$ cat src/rtl/getir_asamasi_if.sv
// Signal bundle between the fetch stage and its neighbours: control-status unit
// (ddb), L1 instruction cache (l1b), execute redirect (yrt) and decode (cyo).
interface getir_asamasi_if;
    // Cache handshake: fetch presents l1b_adr_o every cycle; l1b_bekle_i low is
    // "ready" and qualifies l1b_deger_i as the word at l1b_adr_o in that same cycle.
    // A redirect is a single-cycle valid (yrt_atlanan_ps_gecerli_i) with no ready.
    logic        ddb_durdur_i;
    logic        ddb_bosalt_i;
    logic        ddb_hazir_o;
    logic        ddb_yanlis_tahmin_o;
    logic        l1b_bekle_i;
    logic [31:0] l1b_deger_i;
    logic [31:1] l1b_adr_o;
    logic        yrt_atlanan_ps_gecerli_i;
    logic [31:1] yrt_atlanan_ps_i;
    logic [31:0] cyo_buyruk_o;
    logic [31:1] cyo_ps_artmis_o;
    logic [31:1] cyo_ps_o;

    modport master (
        input  ddb_durdur_i, ddb_bosalt_i, l1b_bekle_i, l1b_deger_i,
               yrt_atlanan_ps_gecerli_i, yrt_atlanan_ps_i,
        output ddb_hazir_o, ddb_yanlis_tahmin_o, l1b_adr_o,
               cyo_buyruk_o, cyo_ps_artmis_o, cyo_ps_o
    );

    modport slave (
        output ddb_durdur_i, ddb_bosalt_i, l1b_bekle_i, l1b_deger_i,
               yrt_atlanan_ps_gecerli_i, yrt_atlanan_ps_i,
        input  ddb_hazir_o, ddb_yanlis_tahmin_o, l1b_adr_o,
               cyo_buyruk_o, cyo_ps_artmis_o, cyo_ps_o
    );
endinterface

$ cat src/rtl/getir_asamasi.sv
// RV32 instruction-fetch stage: PC register, cache address, fetch->decode register.
// Optional static BTFN prediction is enabled with the GETIR_STATIK_TAHMIN_EN macro.
module getir_asamasi #(
    parameter logic [31:0] BASLANGIC_PS = 32'h4000_0000
) (
    input  logic            clk_i,
    input  logic            rst_i,
    getir_asamasi_if.master bus
);
    localparam logic [31:0] NOP      = 32'h0000_0013;
    localparam logic [31:1] PS_RESET = BASLANGIC_PS[31:1];

    // All PC values are halfword indices (byte address bits [31:1]).
    logic [31:1] ps_q, ps_d;
    logic [31:1] ps_siradaki;
    logic [31:1] ps_tahmin;
    logic [31:0] cyo_buyruk_q, cyo_buyruk_d;
    logic [31:1] cyo_ps_q, cyo_ps_d;
    logic [31:1] cyo_ps_artmis_q, cyo_ps_artmis_d;

    assign ps_siradaki = ps_q + 31'd2;

`ifdef GETIR_STATIK_TAHMIN_EN
    localparam logic [6:0] OP_JAL    = 7'b1101111;
    localparam logic [6:0] OP_BRANCH = 7'b1100011;

    logic [31:0] deger;
    logic [31:1] j_imm;
    logic [31:1] b_imm;

    assign deger = bus.l1b_deger_i;
    // Immediates are byte offsets with an implicit zero LSB, so [31:1] is the halfword offset.
    assign j_imm = {{11{deger[31]}}, deger[31], deger[19:12], deger[20], deger[30:21]};
    assign b_imm = {{19{deger[31]}}, deger[31], deger[7], deger[30:25], deger[11:8]};

    always_comb begin
        ps_tahmin = ps_siradaki;
        if (!bus.l1b_bekle_i) begin
            if (deger[6:0] == OP_JAL) begin
                ps_tahmin = ps_q + j_imm;
            end else if (deger[6:0] == OP_BRANCH && deger[31]) begin
                ps_tahmin = ps_q + b_imm;
            end
        end
    end
`else
    assign ps_tahmin = ps_siradaki;
`endif

    always_comb begin
        ps_d = ps_q;
        if (bus.yrt_atlanan_ps_gecerli_i) begin
            ps_d = bus.yrt_atlanan_ps_i;
        end else if (!bus.ddb_durdur_i && !bus.l1b_bekle_i) begin
            ps_d = ps_tahmin;
        end
    end

    // A redirect squashes the word fetched this cycle even while stalled.
    always_comb begin
        cyo_buyruk_d    = cyo_buyruk_q;
        cyo_ps_d        = cyo_ps_q;
        cyo_ps_artmis_d = cyo_ps_artmis_q;
        if (bus.ddb_bosalt_i || bus.yrt_atlanan_ps_gecerli_i) begin
            cyo_buyruk_d = NOP;
        end else if (bus.ddb_durdur_i) begin
            cyo_buyruk_d = cyo_buyruk_q;
        end else if (bus.l1b_bekle_i) begin
            cyo_buyruk_d = NOP;
        end else begin
            cyo_buyruk_d    = bus.l1b_deger_i;
            cyo_ps_d        = ps_q;
            cyo_ps_artmis_d = ps_siradaki;
        end
    end

    always_ff @(posedge clk_i or negedge rst_i) begin
        if (!rst_i) begin
            ps_q            <= PS_RESET;
            cyo_buyruk_q    <= NOP;
            cyo_ps_q        <= '0;
            cyo_ps_artmis_q <= '0;
        end else begin
            ps_q            <= ps_d;
            cyo_buyruk_q    <= cyo_buyruk_d;
            cyo_ps_q        <= cyo_ps_d;
            cyo_ps_artmis_q <= cyo_ps_artmis_d;
        end
    end

    assign bus.l1b_adr_o           = ps_q;
    assign bus.ddb_hazir_o         = ~bus.l1b_bekle_i;
    assign bus.ddb_yanlis_tahmin_o = bus.yrt_atlanan_ps_gecerli_i;
    assign bus.cyo_buyruk_o        = cyo_buyruk_q;
    assign bus.cyo_ps_o            = cyo_ps_q;
    assign bus.cyo_ps_artmis_o     = cyo_ps_artmis_q;
endmodule

$ cat src/flat_wrapper.sv
// flat-port wrapper written by rule: the top's interface ports become plain ports
module getir_asamasi_flat 
#(
    parameter logic [31:0] BASLANGIC_PS = 32'h4000_0000
)
  (clk_i, rst_i, bus_ddb_durdur_i, bus_ddb_bosalt_i, bus_l1b_bekle_i, bus_l1b_deger_i, bus_yrt_atlanan_ps_gecerli_i, bus_yrt_atlanan_ps_i, bus_ddb_hazir_o, bus_ddb_yanlis_tahmin_o, bus_l1b_adr_o, bus_cyo_buyruk_o, bus_cyo_ps_artmis_o, bus_cyo_ps_o);
  getir_asamasi_if bus_i ();
  input  logic clk_i;
  input  logic rst_i;
  input wire logic [$bits(bus_i.ddb_durdur_i)-1:0] bus_ddb_durdur_i;
  input wire logic [$bits(bus_i.ddb_bosalt_i)-1:0] bus_ddb_bosalt_i;
  input wire logic [$bits(bus_i.l1b_bekle_i)-1:0] bus_l1b_bekle_i;
  input wire logic [$bits(bus_i.l1b_deger_i)-1:0] bus_l1b_deger_i;
  input wire logic [$bits(bus_i.yrt_atlanan_ps_gecerli_i)-1:0] bus_yrt_atlanan_ps_gecerli_i;
  input wire logic [$bits(bus_i.yrt_atlanan_ps_i)-1:0] bus_yrt_atlanan_ps_i;
  output wire logic [$bits(bus_i.ddb_hazir_o)-1:0] bus_ddb_hazir_o;
  output wire logic [$bits(bus_i.ddb_yanlis_tahmin_o)-1:0] bus_ddb_yanlis_tahmin_o;
  output wire logic [$bits(bus_i.l1b_adr_o)-1:0] bus_l1b_adr_o;
  output wire logic [$bits(bus_i.cyo_buyruk_o)-1:0] bus_cyo_buyruk_o;
  output wire logic [$bits(bus_i.cyo_ps_artmis_o)-1:0] bus_cyo_ps_artmis_o;
  output wire logic [$bits(bus_i.cyo_ps_o)-1:0] bus_cyo_ps_o;
  assign bus_i.ddb_durdur_i = bus_ddb_durdur_i;
  assign bus_i.ddb_bosalt_i = bus_ddb_bosalt_i;
  assign bus_i.l1b_bekle_i = bus_l1b_bekle_i;
  assign bus_i.l1b_deger_i = bus_l1b_deger_i;
  assign bus_i.yrt_atlanan_ps_gecerli_i = bus_yrt_atlanan_ps_gecerli_i;
  assign bus_i.yrt_atlanan_ps_i = bus_yrt_atlanan_ps_i;
  assign bus_ddb_hazir_o = bus_i.ddb_hazir_o;
  assign bus_ddb_yanlis_tahmin_o = bus_i.ddb_yanlis_tahmin_o;
  assign bus_l1b_adr_o = bus_i.l1b_adr_o;
  assign bus_cyo_buyruk_o = bus_i.cyo_buyruk_o;
  assign bus_cyo_ps_artmis_o = bus_i.cyo_ps_artmis_o;
  assign bus_cyo_ps_o = bus_i.cyo_ps_o;
  getir_asamasi #(.BASLANGIC_PS(BASLANGIC_PS)) u_core (.clk_i(clk_i), .rst_i(rst_i), .bus(bus_i));
endmodule
$ cat config.mk
export PLATFORM = sky130hd
export DESIGN_NAME = getir_asamasi_flat
export DESIGN_NICKNAME = d
export VERILOG_FILES = /design/src/rtl/getir_asamasi_if.sv /design/src/rtl/getir_asamasi.sv /design/src/flat_wrapper.sv
export SDC_FILE = /design/constraint.sdc
export NUM_CORES = 1
export LEC_CHECK = 0
export ABC_CLOCK_PERIOD_IN_PS = 1900
export CAP_MARGIN = 0
export CORE_ASPECT_RATIO = 1.75
export CORE_MARGIN = 1
export CORE_UTILIZATION = 45
export CTS_CLUSTER_DIAMETER = 50
export DETAILED_ROUTE_END_ITERATION = 6
export DONT_BUFFER_PORTS = 1
export GPL_ROUTABILITY_DRIVEN = 0
export PLACE_DENSITY = 0.63
export REMOVE_ABC_BUFFERS = 1
export SYNTH_ARGS = -nofsm -noshare
export SYNTH_HDL_FRONTEND = slang
export SYNTH_SLANG_ARGS = --single-unit
$ cat constraint.sdc
create_clock -name clk_i -period 1.9 [get_ports clk_i]
set_input_delay 0.19 -clock clk_i [delete_from_list [all_inputs] [get_ports clk_i]]
set_output_delay 0.19 -clock clk_i [all_outputs]
set_load 0.005 [all_outputs]
==> flow_summary.toml, run 1 <==
[run_status]
outcome = "finished, violations left"
violations = "negative hold slack"

[floorplanning]
rows = 53
fp.coreArea_mm2 = 0.0121
io_pins = 196
die_h_um = 149
start_util = 0.462
die_w_um = 86.2
die_area_mm2 = 0.0129

[critical_path]
cp-end-kind = "flip-flop"
crit_required_ns = 2.18
start_kind = "flip-flop"
path_max_fanout = 4
path_class = "reg -> reg"
arrival_ns = 2.02
r2r_cells = 6

[detailed_routing]
first_pass_iters = 5
drt-wirelength-per-cell_um = 17.4
drtAntennaViolNets = 0
via_per_inst = 5.29
drc = 0
routed_wl_um = 14300
via_count = 4347
drtIter0Drc = 192

[clock_network]
cts.reportedPaths.clkPinSlew_ns = 0.06
h-tree-depth = 4
clkSinkCount = 124
cts_buffers = 17
clk_path_buf_depth = 2
ctsHoldBuffers = 64
clkLatencyLatePin_ns = 0.41
cts_tree = "done"
postCtsSetupBuffers = 0
cts-root-buf = "clkbuf_16"

[flow_run]
maxCapViolations = 0

[synthesis]
yosys.area.top_type = "dfrtp_1"
postSynthAreaPerCell_um2 = 9.89
synth_edf_count = 0
ys_seq_area_frac = 0.557
synth_cell_types = 33
ys_async_sr_fraction = 1.00
ys_ff_latch = 124
ys.flop_type = "dfrtp_1"
synthCells = 564
synth_warnings = 0
syn_area_mm2 = 0.00558
synthTopCellsByCount = "170 x nand2_1, 120 x dfrtp_1, 57 x o21ai_1"
synth_top_area_share = 0.538
synth_area_leaders = "dfrtp_1 54%, nand2_1 11%, xor2_1 6.3%"
synth_most_common_cell = "nand2_1"

[place]
port_buffers = 0
dp_slack_ns = 0.0386
place_area_mm2 = 0.00593
dp_hpwl_um = 9660

[final_layout]
post-route-util = 0.598
nFillCells = 1061
multiInputGateArea_mm2 = 0.00231
diodes = 0
layout.nets = 714
area_growth_pct = 29.4
drive_above_1_share = 0.143
final_cell_area_mm2 = 0.00722
regArea_mm2 = 0.00311

[global_routing]
grt_pass1_wl_um = 22800
antenna_found_initial = 0
grt_use_met2 = 0.411
use_met3 = 0.0780
grt_pass1_vias = 4498
grt_busiest_layer = "met2"
gr-usage-met1 = 0.249
grt_overflow = 0
grtUsageTotal = 0.233
grt_max_degree = 125

[timing]
fmax_mhz = 574
finalHoldViolations = 124
finalWorstSetupSlack_ns = 0.159
skew_ns = 0.00995
drv_slew = 0
tns_ns = 0
period_needed_ns = 1.74
holdWs_ns = -0.528
max_slew_margin = 0.642
rsz0062_at_grt = "no"
worst_pin_slew_ns = 0.537
fin_crit_sh = 0.916
setup_viol = 0

[pwr]
power-per-cell-area_mw_per_mm2 = 1030
leakage_nw = 3.27
ir_drop_uv = 758

[min_path]
hp-class = "in -> async"
per-stage QoR:
| stage | power, mW | std cells |
|---|---|---|
| after detailed placement | 3.99 | 726 |
| after global placement | 3.95 | 726 |
| after global routing | 7.72 | 822 |
| final | 7.40 | 822 |
| after CTS | 7.45 | 822 |
| after floorplan | 3.70 | 520 |
flip-flops by register name, summed over array words and instances (netlist names):
| signal | cells |
|---|---|
| u_core.bus.cyo_ps_artmis_o | 30 |
| u_core.bus.l1b_adr_o | 31 |
| u_core.bus.cyo_buyruk_o | 32 |
| u_core.bus.cyo_ps_o | 31 |
layer usage:
layer | share of wire | up-vias
met5 | 0 | -
met4 | 0.026 | 0
met3 | 0.066 | 29
met2 | 0.54 | 187
met1 | 0.36 | 2083
li1 | - | 2048
repair_timing:
action / CTS / global route
endpoints found under the setup margin: 0 / 4
endpoints found under the hold margin: 187 / 124
gates resized for setup: 0 / 2
critical path, stage by stage (launching register included):
cell and delay, ns:
dfrtp_1 0.36, ha_1 0.23, nand3_2 0.16, or3_1 0.41
nor4b_4 0.24, xnor2_1 0.14, o21ai_1 0.07
power breakdown:
part	internal [mW]	switching [mW]
registers	2.98	0.298
clock network	2.08	1.24
logic	0.378	0.414
total	5.44	1.95
cells by family (layout without fill, tap and decap cells):
kind of cell               after synthesis  in the layout  synth area share
DFF                                    124            124             0.557
xor gates and xnor gates                57             57            0.0895
adders and majority gates                1              1           0.00224
and+or+nand+nor                        244            244             0.207
buffers and inverters                   45            138            0.0354
muxes                                    4              4           0.00785
AOI/OAI and AO/OA                       89             89             0.101
final cells by class:
type | instances | share of cell area
inverters | 1 | 0.000520
multi-input cells | 395 | 0.320
repair buffers | 105 | 0.136
well taps | 165 | 0.0286
clock inverters | 15 | 0.0262
flip-flops and latches | 124 | 0.431
clock buffers | 17 | 0.0589
placed cells by master (no fill, tap or decap), types with 2 or more instances in the layout:
cell and n:
nor4_4 2, dfstp_2 4, buf_4 40, nor4b_4 2, and2_1 6, mux2_2 2, dlygate4sd3_1 63, xor2_1 40
o21ai_1 57, bufinv_16 3, and3_1 6, inv_6 4, xnor2_1 17, and4_1 4, clkinv_4 5, nand3_2 2
nand2_1 169, nor2_1 6, clkinvlp_4 2, clkbuf_16 17, nor3_2 4, o22a_1 3, a22o_1 29, dfrtp_1 120
nor2_2 2, nand4_1 18, nand3_1 17
worst paths after layout:
check	slack (ns)	end	start
worst min register to register	0.50	u_core.bus.cyo_ps_o[24]	u_core.bus.cyo_ps_o[24]
min in group clk_i	0.05	u_core.bus.cyo_buyruk_o[1]	bus_ddb_durdur_i
worst max-delay path	0.16	u_core.bus.l1b_adr_o[28]	u_core.bus.l1b_adr_o[2]
worst min-delay path	-0.53	u_core.bus.cyo_buyruk_o[24]	rst_i
worst max register to register	0.16	u_core.bus.l1b_adr_o[28]	u_core.bus.l1b_adr_o[2]
max in group asynchronous	2.12	u_core.bus.l1b_adr_o[30]	rst_i
(Power assumes the default switching activity.)
==> run 2, diff against run 1 <==
--- a/config.mk
+++ b/config.mk
@@ -14,8 +14,9 @@
 export DETAILED_ROUTE_END_ITERATION = 6
 export DONT_BUFFER_PORTS = 1
 export GPL_ROUTABILITY_DRIVEN = 0
-export PLACE_DENSITY = 0.63
+export PLACE_DENSITY = 0.6
 export REMOVE_ABC_BUFFERS = 1
+export SLEW_MARGIN = 20
 export SYNTH_ARGS = -nofsm -noshare
 export SYNTH_HDL_FRONTEND = slang
 export SYNTH_SLANG_ARGS = --single-unit
==> run 2 against run 1 <==
  * The run still ends with negative hold slack left
  * First-iteration DRC count shrank 8.3%
  * Power shrank 3.6%
  * Critical path type unchanged
  * Combinational power down 2%
  * Cell count shrank 0.61%
  * Sequential cell count did not move
  * Maximum frequency shrank 0.26%
  * Clock skew down 0.0032 ns
  * Register-to-register slack about the same
  * Critical endpoint is now u_core.bus.l1b_adr_o[26]
==> flow_summary.toml, run 2 (synthesis results as in run 1) <==
[pwr]
p_comb_frac = 0.109
switching_share = 0.275
leakage_nw = 3.22
clkPwrFrac = 0.431
ir_drop_uv = 628
p_switching_mw = 1.96
seq_power_share = 0.460
power_mw = 7.13
power-per-cell-area_mw_per_mm2 = 1000
internal-power_mw = 5.17

[critical_path]
path_max_fanout = 6
r2r_setup_slack_ns = 0.15
crit_path_max_incr_delay_ns = 0.50
r2r_cells = 5
crit_required_ns = 2.19
r2r-end = "u_core.bus.l1b_adr_o[26]"
cp_top_family = "simple AND/OR/NAND/NOR gates"
r2r_start = "u_core.bus.l1b_adr_o[6]"
start_kind = "flip-flop"
path_buf_inv = 0
path_class = "reg -> reg"
critPathSlowestCell = "dfrtp_1"
crit_chain = "nand2_1 > nor4_2 > nand4_1 > xnor2_1 > mux2_2"
cp-end-kind = "flip-flop"
arrival_ns = 2.04

[detailed_routing]
drt-wirelength-per-cell_um = 17.6
first_pass_iters = 5
routed_wl_um = 14300
via_count = 4291
drtIter0Drc = 176
drc = 0
via_per_inst = 5.25
drtAntennaViolNets = 0

[timing]
max_slew_margin = 0.741
finalHoldViolations = 124
drv_slew = 0
skew_ns = 0.00675
fmax_mhz = 573
worst_pin_slew_ns = 0.385
fin_crit_sh = 0.919
setup_viol = 0
rsz0062_at_grt = "yes"
period_needed_ns = 1.75
holdWs_ns = -0.531
tns_ns = 0

[final_layout]
drive_above_1_share = 0.135
stdcell_count = 817
area_growth_pct = 27.8
diodes = 0
multiInputGateArea_mm2 = 0.00229
largest_register_ffs = 32
layout.nets = 709
nFillCells = 1061
layout_commonest_cell = "nand2_1"
layout_common_cells = "169 x nand2_1, 120 x dfrtp_1, 63 x dlygate4sd3_1"
final_cell_area_mm2 = 0.00713
regArea_mm2 = 0.00311

[run_status]
outcome = "finished, violations left"
violations = "negative hold slack"

[place]
dp_cells = 721
port_buffers = 0
dp_hpwl_um = 9410
place_area_mm2 = 0.00591

[clock_network]
ctsHoldBuffers = 64
cts-root-buf = "clkbuf_16"
cts_buffers = 17
clkLatencyLatePin_ns = 0.41
h-tree-depth = 4
cts_tree = "done"
clkSinkCount = 124
cts.reportedPaths.clkPinSlew_ns = 0.06
clk_path_buf_depth = 2

[global_routing]
grt_overflow = 0
grt_pass1_wl_um = 22800
grtUsageTotal = 0.234
antenna_found_initial = 0
grt_pass1_vias = 4438
grt_max_degree = 125

[floorplanning]
die_h_um = 149
die_area_mm2 = 0.0129
rows = 53
fp.coreArea_mm2 = 0.0121
io_pins = 196
start_util = 0.462
die_w_um = 86.2

[min_path]
hp-class = "in -> async"

[flow_run]
maxCapViolations = 0
run 2: worst reg2reg max path: stages (launching register included):
cell and delay [ns]:
dfrtp_1 0.50, nand2_1 0.18, nor4_2 0.39, nand4_1 0.16, xnor2_1 0.14, mux2_2 0.27
run 2: metrics by stage:
stage,utilization,setup WS (ns)
floorplan,-,-2.17
global placement,0.489,0.210
detailed placement,0.489,0.133
CTS,0.591,0.124
global route,0.591,-0.0235
finish,0.591,0.154
run 2: repair_timing:
action	4_1_cts	5_1_grt
endpoints found under the hold margin	187	124
gates resized for setup	0	0
buffers inserted	0	0
setup endpoints to repair	0	2
run 2: power by group through the flow:
stage / logic, mW / registers, mW / clock network, mW
after global routing: 0.871 / 3.33 / 3.28
final: 0.779 / 3.28 / 3.07
after floorplan: 0.398 / 3.30 / 0
after CTS: 0.782 / 3.29 / 3.13
after detailed placement: 0.645 / 3.33 / 0
after global placement: 0.623 / 3.32 / 0
run 2: area by class of cell:
| class | instances | share of cell area |
|---|---|---|
| Clock buffer | 17 | 0.0597 |
| Clock inverter | 15 | 0.0197 |
| Inverter | 1 | 0.000526 |
| Multi-Input combinational cell | 395 | 0.322 |
| Sequential cell | 124 | 0.436 |
| Tap cell | 165 | 0.0290 |
| Timing Repair Buffer | 100 | 0.134 |
run 2: worst max-delay path by stage:
stage	start	endpoint	cells past startpoint
after global routing	u_core.bus.l1b_adr_o[3]	u_core.bus.l1b_adr_o[26]	6
after detailed placement	u_core.bus.l1b_adr_o[3]	u_core.bus.l1b_adr_o[26]	6
after global placement	u_core.bus.l1b_adr_o[2]	u_core.bus.l1b_adr_o[16]	6
final	u_core.bus.l1b_adr_o[6]	u_core.bus.l1b_adr_o[26]	5
after CTS	u_core.bus.l1b_adr_o[3]	u_core.bus.l1b_adr_o[26]	6
after floorplan	bus_l1b_bekle_i	u_core.bus.cyo_buyruk_o[10]	3
run 2: layer usage:
layer	vias up	global-route usage	wire length [µm]
met4	0	0.0825	225
met3	23	0.0625	915
met1	2051	0.266	5390
li1	2046	-	-
met5	-	0	0
met2	171	0.418	7810
